--- src/rtl/push_key_pkg.sv ---
// rtl/push_key_pkg.sv - shared encodings and width helper for the push-button reader
package push_key_pkg;

    localparam logic [1:0] EVT_PRESS   = 2'd0;
    localparam logic [1:0] EVT_RELEASE = 2'd1;
    localparam logic [1:0] EVT_REPEAT  = 2'd2;

    typedef enum logic [1:0] {
        ST_IDLE   = 2'd0,
        ST_DEB_DN = 2'd1,
        ST_HELD   = 2'd2,
        ST_DEB_UP = 2'd3
    } chan_state_t;

    // Bits needed to hold values 0..value (at least 1).
    function automatic int cnt_width(input int value);
        int w;
        w = 1;
        for (int i = 1; i < 31; i++) begin
            if ((1 << i) <= value) begin
                w = i + 1;
            end
        end
        return w;
    endfunction

endpackage

--- src/rtl/push_key_channel.sv ---
// rtl/push_key_channel.sv - one button: synchronizer, debounce FSM and auto-repeat
module push_key_channel
    import push_key_pkg::*;
#(
    parameter int ACTIVE_LOW   = 1,
    parameter int DEB_TICKS    = 20,
    parameter int REPEAT_DELAY = 500,
    parameter int REPEAT_RATE  = 100
) (
    input  logic clk,
    input  logic rst,
    input  logic pin,
    input  logic tick,
    output logic level,
    output logic press_pulse,
    output logic release_pulse,
    output logic repeat_pulse
);

    localparam int DW = cnt_width(DEB_TICKS);
    localparam int RW = cnt_width((REPEAT_DELAY > REPEAT_RATE) ? REPEAT_DELAY : REPEAT_RATE);
    localparam logic [DW-1:0] DEB_C   = DW'(DEB_TICKS);
    localparam logic [RW-1:0] DELAY_C = RW'(REPEAT_DELAY);
    localparam logic [RW-1:0] RATE_C  = RW'(REPEAT_RATE);
    localparam logic RELEASED = (ACTIVE_LOW != 0) ? 1'b1 : 1'b0;
    localparam bit DEB_ONE    = (DEB_TICKS == 1);
    localparam bit REP_EN     = (REPEAT_DELAY != 0);

    logic [1:0]    sync_q;
    logic          pressed_s;
    chan_state_t   state, state_next;
    logic [DW-1:0] dcnt, dcnt_next, dcnt_inc;
    logic [RW-1:0] rcnt, rcnt_next, rcnt_inc, rep_target;
    logic          rep_started, rep_started_next;
    logic          level_next, press_next, release_next, repeat_next;

    always_ff @(posedge clk or posedge rst) begin
        if (rst) begin
            sync_q <= {2{RELEASED}};
        end else begin
            sync_q <= {sync_q[0], pin};
        end
    end

    assign pressed_s  = (ACTIVE_LOW != 0) ? ~sync_q[1] : sync_q[1];
    assign dcnt_inc   = dcnt + DW'(1);
    assign rcnt_inc   = rcnt + RW'(1);
    assign rep_target = rep_started ? RATE_C : DELAY_C;

    always_ff @(posedge clk or posedge rst) begin
        if (rst) begin
            state         <= ST_IDLE;
            dcnt          <= '0;
            rcnt          <= '0;
            rep_started   <= 1'b0;
            level         <= 1'b0;
            press_pulse   <= 1'b0;
            release_pulse <= 1'b0;
            repeat_pulse  <= 1'b0;
        end else begin
            state         <= state_next;
            dcnt          <= dcnt_next;
            rcnt          <= rcnt_next;
            rep_started   <= rep_started_next;
            level         <= level_next;
            press_pulse   <= press_next;
            release_pulse <= release_next;
            repeat_pulse  <= repeat_next;
        end
    end

    always_comb begin
        state_next       = state;
        dcnt_next        = dcnt;
        rcnt_next        = rcnt;
        rep_started_next = rep_started;
        level_next       = level;
        press_next       = 1'b0;
        release_next     = 1'b0;
        repeat_next      = 1'b0;
        if (tick) begin
            unique case (state)
                ST_IDLE: begin
                    if (pressed_s) begin
                        if (DEB_ONE) begin
                            state_next       = ST_HELD;
                            level_next       = 1'b1;
                            press_next       = 1'b1;
                            rcnt_next        = '0;
                            rep_started_next = 1'b0;
                        end else begin
                            state_next = ST_DEB_DN;
                            dcnt_next  = DW'(1);
                        end
                    end
                end
                ST_DEB_DN: begin
                    if (!pressed_s) begin
                        state_next = ST_IDLE;
                        dcnt_next  = '0;
                    end else if (dcnt_inc == DEB_C) begin
                        state_next       = ST_HELD;
                        dcnt_next        = '0;
                        level_next       = 1'b1;
                        press_next       = 1'b1;
                        rcnt_next        = '0;
                        rep_started_next = 1'b0;
                    end else begin
                        dcnt_next = dcnt_inc;
                    end
                end
                ST_HELD: begin
                    if (pressed_s) begin
                        // After the first repeat the target switches to the shorter rate.
                        if (REP_EN && (rcnt_inc == rep_target)) begin
                            repeat_next      = 1'b1;
                            rcnt_next        = '0;
                            rep_started_next = 1'b1;
                        end else if (rcnt != {RW{1'b1}}) begin
                            rcnt_next = rcnt_inc;
                        end
                    end else if (DEB_ONE) begin
                        state_next   = ST_IDLE;
                        level_next   = 1'b0;
                        release_next = 1'b1;
                    end else begin
                        state_next = ST_DEB_UP;
                        dcnt_next  = DW'(1);
                    end
                end
                ST_DEB_UP: begin
                    if (pressed_s) begin
                        state_next = ST_HELD;
                        dcnt_next  = '0;
                    end else if (dcnt_inc == DEB_C) begin
                        state_next   = ST_IDLE;
                        dcnt_next    = '0;
                        level_next   = 1'b0;
                        release_next = 1'b1;
                    end else begin
                        dcnt_next = dcnt_inc;
                    end
                end
                default: state_next = ST_IDLE;
            endcase
        end
    end

endmodule

--- src/rtl/push_key_reader.sv ---
// rtl/push_key_reader.sv - debounced push-button reader with shared tick and event register
module push_key_reader
    import push_key_pkg::*;
#(
    parameter int N_KEYS       = 4,
    parameter int ACTIVE_LOW   = 1,
    parameter int TICK_DIV     = 50000,
    parameter int DEB_TICKS    = 20,
    parameter int REPEAT_DELAY = 500,
    parameter int REPEAT_RATE  = 100
) (
    input  logic              CLK,
    input  logic              RST,
    input  logic [N_KEYS-1:0] PUSH,
    output logic [N_KEYS-1:0] KEY_LEVEL,
    output logic [N_KEYS-1:0] KEY_PRESS,
    output logic [N_KEYS-1:0] KEY_RELEASE,
    output logic [N_KEYS-1:0] KEY_REPEAT,
    output logic              EVT_VALID,
    output logic [1:0]        EVT_KEY,
    output logic [1:0]        EVT_TYPE,
    input  logic              EVT_ACK,
    output logic              EVT_OVF
);

    localparam int TW = cnt_width(TICK_DIV - 1);
    localparam logic [TW-1:0] TICK_LAST = TW'(TICK_DIV - 1);

    logic [TW-1:0]         tick_cnt;
    logic                  tick;
    logic [3*N_KEYS-1:0]   all_pulses;
    logic                  any_evt, multi_evt, found;
    logic [1:0]            sel_key, sel_type;

    assign tick = (tick_cnt == TICK_LAST);

    always_ff @(posedge CLK or posedge RST) begin
        if (RST) begin
            tick_cnt <= '0;
        end else if (tick) begin
            tick_cnt <= '0;
        end else begin
            tick_cnt <= tick_cnt + TW'(1);
        end
    end

    for (genvar g = 0; g < N_KEYS; g++) begin : g_chan
        push_key_channel #(
            .ACTIVE_LOW   (ACTIVE_LOW),
            .DEB_TICKS    (DEB_TICKS),
            .REPEAT_DELAY (REPEAT_DELAY),
            .REPEAT_RATE  (REPEAT_RATE)
        ) u_chan (
            .clk           (CLK),
            .rst           (RST),
            .pin           (PUSH[g]),
            .tick          (tick),
            .level         (KEY_LEVEL[g]),
            .press_pulse   (KEY_PRESS[g]),
            .release_pulse (KEY_RELEASE[g]),
            .repeat_pulse  (KEY_REPEAT[g])
        );
    end

    // More than one bit set anywhere means at least one event cannot be held.
    assign all_pulses = {KEY_REPEAT, KEY_RELEASE, KEY_PRESS};
    assign any_evt    = |all_pulses;
    assign multi_evt  = |(all_pulses & (all_pulses - (3*N_KEYS)'(1)));

    always_comb begin
        found    = 1'b0;
        sel_key  = '0;
        sel_type = EVT_PRESS;
        for (int i = 0; i < N_KEYS; i++) begin
            if (!found && (KEY_PRESS[i] || KEY_RELEASE[i] || KEY_REPEAT[i])) begin
                found   = 1'b1;
                sel_key = 2'(i);
                if (KEY_PRESS[i]) begin
                    sel_type = EVT_PRESS;
                end else if (KEY_RELEASE[i]) begin
                    sel_type = EVT_RELEASE;
                end else begin
                    sel_type = EVT_REPEAT;
                end
            end
        end
    end

    always_ff @(posedge CLK or posedge RST) begin
        if (RST) begin
            EVT_VALID <= 1'b0;
            EVT_KEY   <= '0;
            EVT_TYPE  <= '0;
            EVT_OVF   <= 1'b0;
        end else begin
            if (!EVT_VALID || EVT_ACK) begin
                if (any_evt) begin
                    EVT_VALID <= 1'b1;
                    EVT_KEY   <= sel_key;
                    EVT_TYPE  <= sel_type;
                end else begin
                    EVT_VALID <= 1'b0;
                end
            end
            if (multi_evt || (any_evt && EVT_VALID && !EVT_ACK)) begin
                EVT_OVF <= 1'b1;
            end
        end
    end

endmodule
--- config.mk ---
export PLATFORM = sky130hd
export DESIGN_NAME = push_key_reader
export DESIGN_NICKNAME = d
export VERILOG_FILES = /design/src/rtl/push_key_pkg.sv /design/src/rtl/push_key_channel.sv /design/src/rtl/push_key_reader.sv
export SDC_FILE = /design/constraint.sdc
export NUM_CORES = 1
export LEC_CHECK = 0
export CORE_AREA = 5 5 106 108
export DETAILED_ROUTE_END_ITERATION = 7
export DIE_AREA = 0 0 111 113
export HOLD_SLACK_MARGIN = 0.02
export PLACE_DENSITY_LB_ADDON = 0.12
export SYNTH_ARGS = -nofsm -noshare
export SYNTH_HDL_FRONTEND = slang
export SYNTH_SLANG_ARGS = --single-unit
export TNS_END_PERCENT = 30
--- constraint.sdc ---
create_clock -name CLK -period 6 [get_ports CLK]
set_input_delay 1.2 -clock CLK [delete_from_list [all_inputs] [get_ports CLK]]
set_output_delay 1.2 -clock CLK [all_outputs]
set_load 0.01 [all_outputs]
After elaboration in Yosys (flattened, before gate mapping)

Cells that the tools add are included.

Flip-flop bits (word level): 114
Bits in latches: 0
Memory bits (writable): 0
ROM bits: 0
Input bits: 7
Output and inout port bits: 22
Logic and storage cells: 356
Memories: 0

$add $sub $neg: 10
Multiply operators: 0
Divide/modulo/power cells: 0
$lt $le $gt $ge: 0
Equality and inequality tests: 69
Shift operators: 0
Multiplexer cells: 180
Bitwise operators: 1
Reductions and logical operators: 55

Operator list:

| kind                  | count |
|---|---|
| $mux 9                | 24 |
| $mux 5                | 20 |
| $pmux 5 s4            | 4 |
| $mux 1                | 77 |
| $mux 2                | 38 |
| $pmux 9 s2            | 4 |
| $reduce_and 6->1      | 12 |
| $ne 2x1->1 const B    | 20 |
| $add 9x1->9 const B   | 4 |
| $eq 9x9->1            | 4 |
| $ne 9x9->1 const B    | 4 |
| $pmux 2 s4            | 4 |
| $ne 2x2->1 const B    | 12 |
| $ne 3x1->1 const B    | 8 |
| $reduce_or 12->1      | 2 |
| $add 5x1->5 const B   | 4 |
| $eq 5x5->1 const B    | 4 |
| $reduce_and 5->1      | 4 |
| $add 16x1->16 const B | 1 |
| $eq 16x16->1 const B  | 1 |
| $eq 2x2->1 const B    | 8 |
| $mux 16               | 1 |
| $pmux 1 s2            | 8 |
| $reduce_bool 2->1     | 8 |
| other kinds (10)      | 39 |

Logic depth before layout (Yosys ltp)

Gate-level depths: netlist (run 1).

Word-level depth: 12
Gate-level depth with buffers: 11

Hierarchy

From an unflattened synthesis (run 1), not the netlist that was laid out.

Cell total of the unflattened synthesis: 672
Area total of the unflattened synthesis: 6408.6 sq um

Modules (own cells, without submodules):

| module                                   | times used | cells an instance | area each (sq um) | sequential area each (sq um) |
|---|---|---|---|---|
| push_key_channel at g_chan[0].u_chan ... | 3          | 139               | 1308.8            | 578.1 |
| push_key_channel at g_chan[1].u_chan     | 1          | 135               | 1271.2            | 578.1 |
| push_key_reader                          | 1          | 120               | 1211.2            | 550.5 |

Least setup slack after synthesis (run 1)

No wires, ideal clock.

Path type: reg2reg
From: register g_chan[3].u_chan.rcnt[0]
To: register g_chan[3].u_chan.rcnt[1]
Library setup time: 0.128 ns
Data arrival time: 2.388 ns
Setup slack: 3.484 ns
Cell stages (with the launch flop): 12
Buffers on the path: 0
Period minus slack after synthesis: 2.516 ns
Cell sequence: dfrtp_1 ha_1 nand3_1 or2_2 nor2_1 ha_1 nand2b_1 nor4b_1 and3_1 nor3_1 or2_2 o2bb2ai_1

Word-level cells in the longest chain between the ends: 5

RTL lines:

| element                              | line                                             | source |
|---|---|---|
| start: declaration                   | push_key_channel.sv:33                           | `logic [RW-1:0] rcnt, rcnt_next, rcnt_inc, rep_target;` |
| start signal: assignment             | push_key_channel.sv:63                           | `rcnt <= rcnt_next;` |
| $add 9x1->9                          | push_key_channel.sv:47                           | `assign rcnt_inc = rcnt + RW'(1);` |
| $eq 9x9->1 or $mux 9 (tied branches) | push_key_channel.sv:115, push_key_channel.sv:119 |  |
| $mux 9                               | push_key_channel.sv:115                          | `if (REP_EN && (rcnt_inc == rep_target)) begin` |
| $mux 9                               | push_key_channel.sv:113                          | `if (pressed_s) begin` |
| $pmux 9 s2                           | push_key_channel.sv:82                           | `unique case (state)` |

Several ways; a longest one is shown, not always the timed one. The select of a mux whose other input is x is not followed.
A chain may end at the register's enable or synchronous reset.

Worst setup path after layout (run 1)

From: register tick_cnt[4]
To: register g_chan[3].u_chan.rcnt[6]

Word-level cells in the longest chain between the ends: 2

RTL lines:

| element                           | line                  | source |
|---|---|---|
| start: declaration                | push_key_reader.sv:29 | `logic [TW-1:0] tick_cnt;` |
| start signal: assignment          | push_key_reader.sv:43 | `tick_cnt <= tick_cnt + TW'(1);` |
| $eq 16x16->1                      | push_key_reader.sv:35 | `assign tick = (tick_cnt == TICK_LAST);` |
| $reduce_and 6->1 (no source line) | --                    |  |

Every way passes these cells.

==> flow_metrics.py, run 1 <==
metrics = {
    "status": {
        "status": "finished, final reports clean",
    },
    "worst_setup_path": {
        "crit_chain": "nor4b_1, and4_1, o211ai_1, nor2_1, nand3_1, o31ai_1",
        "cp-end-kind": "flop",
        "worstPathRequired_ns": 6.42,
        "cp.arrival_ns": 3.52,
        "startpoint_type": "flop",
        "criticalPathCategory": "reg -> reg",
        "worstRegToRegCells": 6,
        "slowest_delay_ns": 0.74,
        "cp_slowest_cell": "and4_1",
        "crit_fanout": 18,
        "cp.depth": 6,
        "cp.buffers_inverters": 0,
        "critical-path-top-delay-family": "simple AND/OR/NAND/NOR gates",
    },
    "power": {
        "power.density_mw_per_mm2": 231.8,
        "p_leak_nw": 3.002,
        "max-vdd-ir-drop_uv": 204.0,
    },
    "layout": {
        "utilization": 0.7139,
        "num-fill-cells": 739,
        "area_delta_synth_final_pct": 11.87,
        "antenna_cells": 0,
        "num-nets-final": 749,
        "drive_gt1_frac": 0.08219,
    },
    "sta": {
        "hold_slack_ns": 0.3561,
        "finalSetupTns_ns": 0,
        "setup_viol": 0,
        "clock.fmax_mhz": 321.8,
        "skew_ns": 0.007427,
        "finalHoldViolCount": 0,
        "setup_slack_ns": 2.893,
        "period_share": 0.5179,
        "relSlewSlack": 0.3715,
        "min_period_ns": 3.107,
        "rsz0062_at_grt": "false",
        "drv_slew": 0,
        "tightest_slew_ns": 0.9387,
    },
    "routing": {
        "ant_nets": 0,
        "drt_pass1_iterations": 5,
        "drtIter0Drc": 344,
        "wl_per_cell_um": 15.62,
        "finalWirelength_um": 13530,
        "viasPerCell": 6.135,
        "drc": 0,
        "vias": 5313,
    },
    "clock_network": {
        "cts_tree": "yes",
        "htreeDepth": 4,
        "numCtsBuffers": 17,
        "max-clock-path-buffers": 2,
        "post_cts_buffers": 0,
        "cts_root_buf": "clkbuf_8",
        "clkSinkCount": 114,
        "clock_latency_ns": 0.51,
        "clkTransAtPathRegs_ns": 0.06,
        "hold_buffers": 0,
        "cts_resized": 0,
    },
    "die": {
        "die_h_um": 113,
        "io_pins": 29,
        "die_w_um": 111,
        "die_area_mm2": 0.01254,
        "start_util": 0.6382,
        "core_mm2": 0.01014,
        "rows": 37,
    },
    "grt": {
        "antenna_found_initial": 0,
        "grt-ovfl-total": 0,
        "grt_max_degree": 60,
        "grt_pass1_vias": 5118,
        "grt_pass1_wl_um": 23470,
        "grt.total_usage": 0.2247,
    },
    "logic_synthesis": {
        "synth_edf_count": 0,
        "synth_fp_nets": 739,
        "netlist_top_cells_count": "dfrtp_1 (106), nand2_1 (77), nor2_1 (50), o21ai_0 (50), nand3_1 (35)",
        "yosysWarnings": 0,
        "syn_area_per_cell_um2": 9.151,
        "ys_seq_elements": 114,
        "yosys.area.top_type": "dfrtp_1",
        "netlist_instances": 707,
        "synth_top_flop_cell": "dfrtp_1",
        "yosysUniqueCellTypes": 69,
        "synth_seq_area_share": 0.4425,
        "yosysTopAreaCellShare": 0.4100,
        "synthTopCellsByArea": "dfrtp_1 (41%), ha_1 (4.8%), nand2_1 (4.5%)",
        "synth_most_common_cell": "dfrtp_1",
        "synth.cell_area_mm2": 0.006470,
        "postSynth.asyncResetShare": 1.000,
    },
    "placed_design": {
        "io_buffers": 28,
        "place_hpwl_um": 9200,
        "place.gp.congestion": 0.8692,
        "place_ws_ns": 3.004,
    },
    "run": {
        "max-cap-violations": 0,
    },
    "min_path": {
        "min_path_cells": 0,
        "hold_path_class": "reg -> reg",
    },
}
path summary, 6_finish.rpt:
| check | endpoint | from | slack, ns |
|---|---|---|---|
| max | g_chan[3].u_chan.rcnt[6] | tick_cnt[4] | 2.89 |
| min reg2reg | g_chan[0].u_chan.sync_q[1] | g_chan[0].u_chan.sync_q[0] | 0.36 |
| min | g_chan[0].u_chan.sync_q[1] | g_chan[0].u_chan.sync_q[0] | 0.36 |
| max reg2reg | g_chan[3].u_chan.rcnt[6] | tick_cnt[4] | 2.89 |
| min in group asynchronous | g_chan[3].u_chan.level | RST | 1.16 |
| max in group asynchronous | tick_cnt[6] | RST | 3.63 |
area by class of cell:
cell class	count	area [um^2]	share of cell area
Clock buffer	20	425.4	0.05877
Clock inverter	12	92.59	0.01279
Multi-Input combinational cell	524	3281	0.4532
Sequential cell	114	2863	0.3955
Timing Repair Buffer	29	287.8	0.03976
Inverter	31	118.9	0.01642
Tap cell	136	170.2	0.02351
power breakdown:
| part | total (mW) | internal, mW | switching [mW] |
|---|---|---|---|
| clock network | 0.879 | 0.540 | 0.338 |
| logic | 0.0208 | 0.00498 | 0.0158 |
| registers | 0.778 | 0.775 | 0.00319 |
| total | 1.68 | 1.32 | 0.357 |
stage by stage:
| stage | total power [mW] | instance area [um^2] | cells |
|---|---|---|---|
| after CTS | 1.693 | 7238 | 866 |
| after global routing | 1.733 | 7238 | 866 |
| final | 1.678 | 7238 | 866 |
| after detailed placement | 0.8126 | 6720 | 834 |
| after global placement | 0.8120 | 6720 | 834 |
| after floorplan | 0.8028 | 6470 | 707 |
registers in the layout, summed over array words and instances (netlist names), named ones only:
name,flops
g_chan.u_chan.state,4
EVT_KEY,2
EVT_VALID,1
g_chan.u_chan.dcnt,20
g_chan.u_chan.release_pulse,4
g_chan.u_chan.repeat_pulse,4
EVT_OVF,1
g_chan.u_chan.level,4
g_chan.u_chan.press_pulse,4
g_chan.u_chan.sync_q,8
g_chan.u_chan.rep_started,4
g_chan.u_chan.rcnt,36
tick_cnt,16
EVT_TYPE,2
per-layer routing:
metal / track usage / vias to the layer above / wire [um]
li1: - / 2586 / -
met1: 0.2879 / 2591 / 6212
met2: 0.3714 / 109 / 6540
met3: 0.04973 / 27 / 461
met4: 0.09442 / 0 / 313
met5: 0 / - / 0
layout by cell type, fill, tap and decap left out, types with 25 or more instances in the layout:
cell and count:
ha_1 25, o21ai_0 50, nor3_1 26, nand2_1 77, nor2_1 50, clkdlybuf4s50_1 28, nand3_1 35, a21oi_1 30
dfrtp_1 106, inv_1 30
kinds of logic after synthesis:
family,share of synthesized area
compound gates,0.1839
xor+xnor,0.02843
fa+ha+maj,0.05144
buf+inv,0.05047
flops,0.4425
mux,0.008122
simple gates,0.2352
worst register-to-register path, cell delays in order, from the launching register on:
cell and delay (ns):
dfrtp_1 0.45, nor4b_1 0.46, and4_1 0.74, o211ai_1 0.57, nor2_1 0.21, nand3_1 0.26, o31ai_1 0.32
Note: power is estimated with default switching activity, not from simulation.
==> inputs of run 2 (changes only) <==
Settings changed: CORE_AREA 5 5 106 108 to 5 5 109 111, DIE_AREA 0 0 111 113 to 0 0 114 116.
Clock period 6 ns to 3.05 ns, I/O delays scaled along.
==> run 2 against run 1 <==
Critical path depth rose by 5; combinational power rose by 120%; first-iteration DRC count rose by 32%; clock power rose to 2.5 times the previous value; core utilization fell by 1.7 points; final cell count rose by 1.0%; hold slack got worse by 0.00063 ns; largest cell class unchanged; highest routed layer unchanged.
==> flow_metrics.py, run 2 (synthesis gave the netlist of run 1 again) <==
metrics = {
    "grt": {
        "grt_max_degree": 56,
        "antenna_found_initial": 0,
        "grt_pass1_wl_um": 24340,
        "grt_pass1_vias": 5169,
        "grt-ovfl-total": 0,
        "grt.total_usage": 0.2291,
    },
    "worst_setup_path": {
        "criticalPathCategory": "reg -> reg",
        "crit_fanout": 5,
        "cp.arrival_ns": 3.28,
        "r2r_slack_ns": 0.16,
        "cp.buffers_inverters": 0,
        "crit_chain": "ha_1, nand3_1, or2_2, nor2_1, ha_1, nand2b_1, nor4b_1, and3_1, nor3_1, or2_2, o2bb2ai_1",
        "slowest_delay_ns": 0.40,
        "cp_slowest_cell": "dfrtp_1",
        "cp-end-kind": "flop",
        "startpoint": "g_chan[3].u_chan.rcnt[0]",
        "timing.rr.start": "g_chan[3].u_chan.rcnt[0]",
        "critical-path-top-delay-family": "simple AND/OR/NAND/NOR gates",
        "worstPathRequired_ns": 3.45,
        "startpoint_type": "flop",
    },
    "clock_network": {
        "numCtsBuffers": 17,
        "clkTransAtPathRegs_ns": 0.06,
        "hold_buffers": 0,
        "clock_latency_ns": 0.52,
        "cts_root_buf": "clkbuf_8",
        "cts_resized": 0,
        "clkSinkCount": 114,
        "cts_tree": "yes",
        "post_cts_buffers": 0,
        "max-clock-path-buffers": 2,
        "htreeDepth": 4,
    },
    "sta": {
        "finalHoldViolCount": 0,
        "rsz0062_at_grt": "false",
        "relSlewSlack": 0.3604,
        "period_share": 0.9465,
        "skew_ns": 0.004986,
        "min_period_ns": 2.887,
        "drv_slew": 0,
        "clock.fmax_mhz": 346.4,
        "tightest_slew_ns": 0.9552,
        "setup_viol": 0,
        "finalSetupTns_ns": 0,
    },
    "min_path": {
        "hold_path_class": "reg -> reg",
        "min_from": "g_chan[3].u_chan.sync_q[0]",
    },
    "layout": {
        "largestRegisters": "g_chan.u_chan.rcnt (36), g_chan.u_chan.dcnt (20), tick_cnt (16)",
        "area_delta_synth_final_pct": 15.16,
        "num-nets-final": 754,
        "drive_gt1_frac": 0.09252,
        "max_flop_register": "g_chan.u_chan.rcnt",
        "layout_commonest_cell": "dfrtp_1",
        "final_cell_mix": "dfrtp_1 (106), nand2_1 (77), o21ai_0 (50), nor2_1 (50), nand3_1 (35)",
        "largest_reg_flops": 36,
        "antenna_cells": 0,
        "final_cell_area_mm2": 0.007451,
    },
    "placed_design": {
        "place.gp.congestion": 0.8847,
        "dpl_cell_area_mm2": 0.006789,
        "place_hpwl_um": 9752,
        "io_buffers": 28,
    },
    "run": {
        "max-cap-violations": 0,
    },
    "routing": {
        "drtIter0Drc": 453,
        "drc": 0,
        "drt_pass1_iterations": 5,
        "vias": 5369,
        "ant_nets": 0,
        "wl_per_cell_um": 16.26,
        "viasPerCell": 6.136,
        "finalWirelength_um": 14230,
    },
    "die": {
        "rows": 38,
        "io_pins": 29,
        "core_mm2": 0.01070,
        "die_w_um": 114,
        "die_area_mm2": 0.01322,
        "die_h_um": 116,
        "start_util": 0.6048,
    },
    "status": {
        "status": "finished, final reports clean",
    },
    "power": {
        "power.density_mw_per_mm2": 508.6,
        "max-vdd-ir-drop_uv": 611.0,
        "power_mw": 3.790,
        "p_leak_nw": 3.090,
    },
}
==> run 2: stage by stage <==
| stage | setup slack, ns | hold slack, ns | instances | utilization |
|---|---|---|---|---|
| 2_1_floorplan | 0.5339 | 0.3452 | 707 | - |
| 3_3_place_gp | 0.3896 | 0.3466 | 843 | 0.6346 |
| 3_5_place_dp | 0.2972 | 0.3475 | 843 | 0.6346 |
| 4_1_cts | 0.2018 | 0.3559 | 875 | 0.6965 |
| 5_1_grt | 0.008306 | 0.3570 | 875 | 0.6965 |
| 6_report | 0.1631 | 0.3555 | 875 | 0.6965 |
==> run 2: layout make-up <==
class	instances	area (um^2)
Sequential cell	114	2863
Clock buffer	18	427.9
Fill cell	807	3247
Inverter	31	120.1
Clock inverter	14	234.0
Multi-Input combinational cell	524	3281
Timing Repair Buffer	34	350.3
Tap cell	140	175.2
==> run 2: worst paths after layout <==
kind / to / cells after the start
max: g_chan[3].u_chan.rcnt[1] / 11
min: g_chan[3].u_chan.sync_q[1] / 0
max reg2reg: g_chan[3].u_chan.rcnt[1] / 11
min reg2reg: g_chan[3].u_chan.sync_q[1] / 0
max in group asynchronous: g_chan[1].u_chan.sync_q[0] / 3
min in group asynchronous: g_chan[2].u_chan.rcnt[0] / 2
==> run 2: power breakdown <==
part,switching [mW],internal [mW]
combinational,0.0323,0.0143
clock,0.704,1.51
sequential,0.00638,1.52
total,0.743,3.05
==> run 2: routing by layer <==
metal / global-route usage / part of all wire / vias to the layer above
met5: 0 / 0 / -
met4: 0.09422 / 0.021 / 0
met3: 0.06162 / 0.046 / 32
met2: 0.3837 / 0.49 / 147
met1: 0.2823 / 0.44 / 2584
li1: - / - / 2606
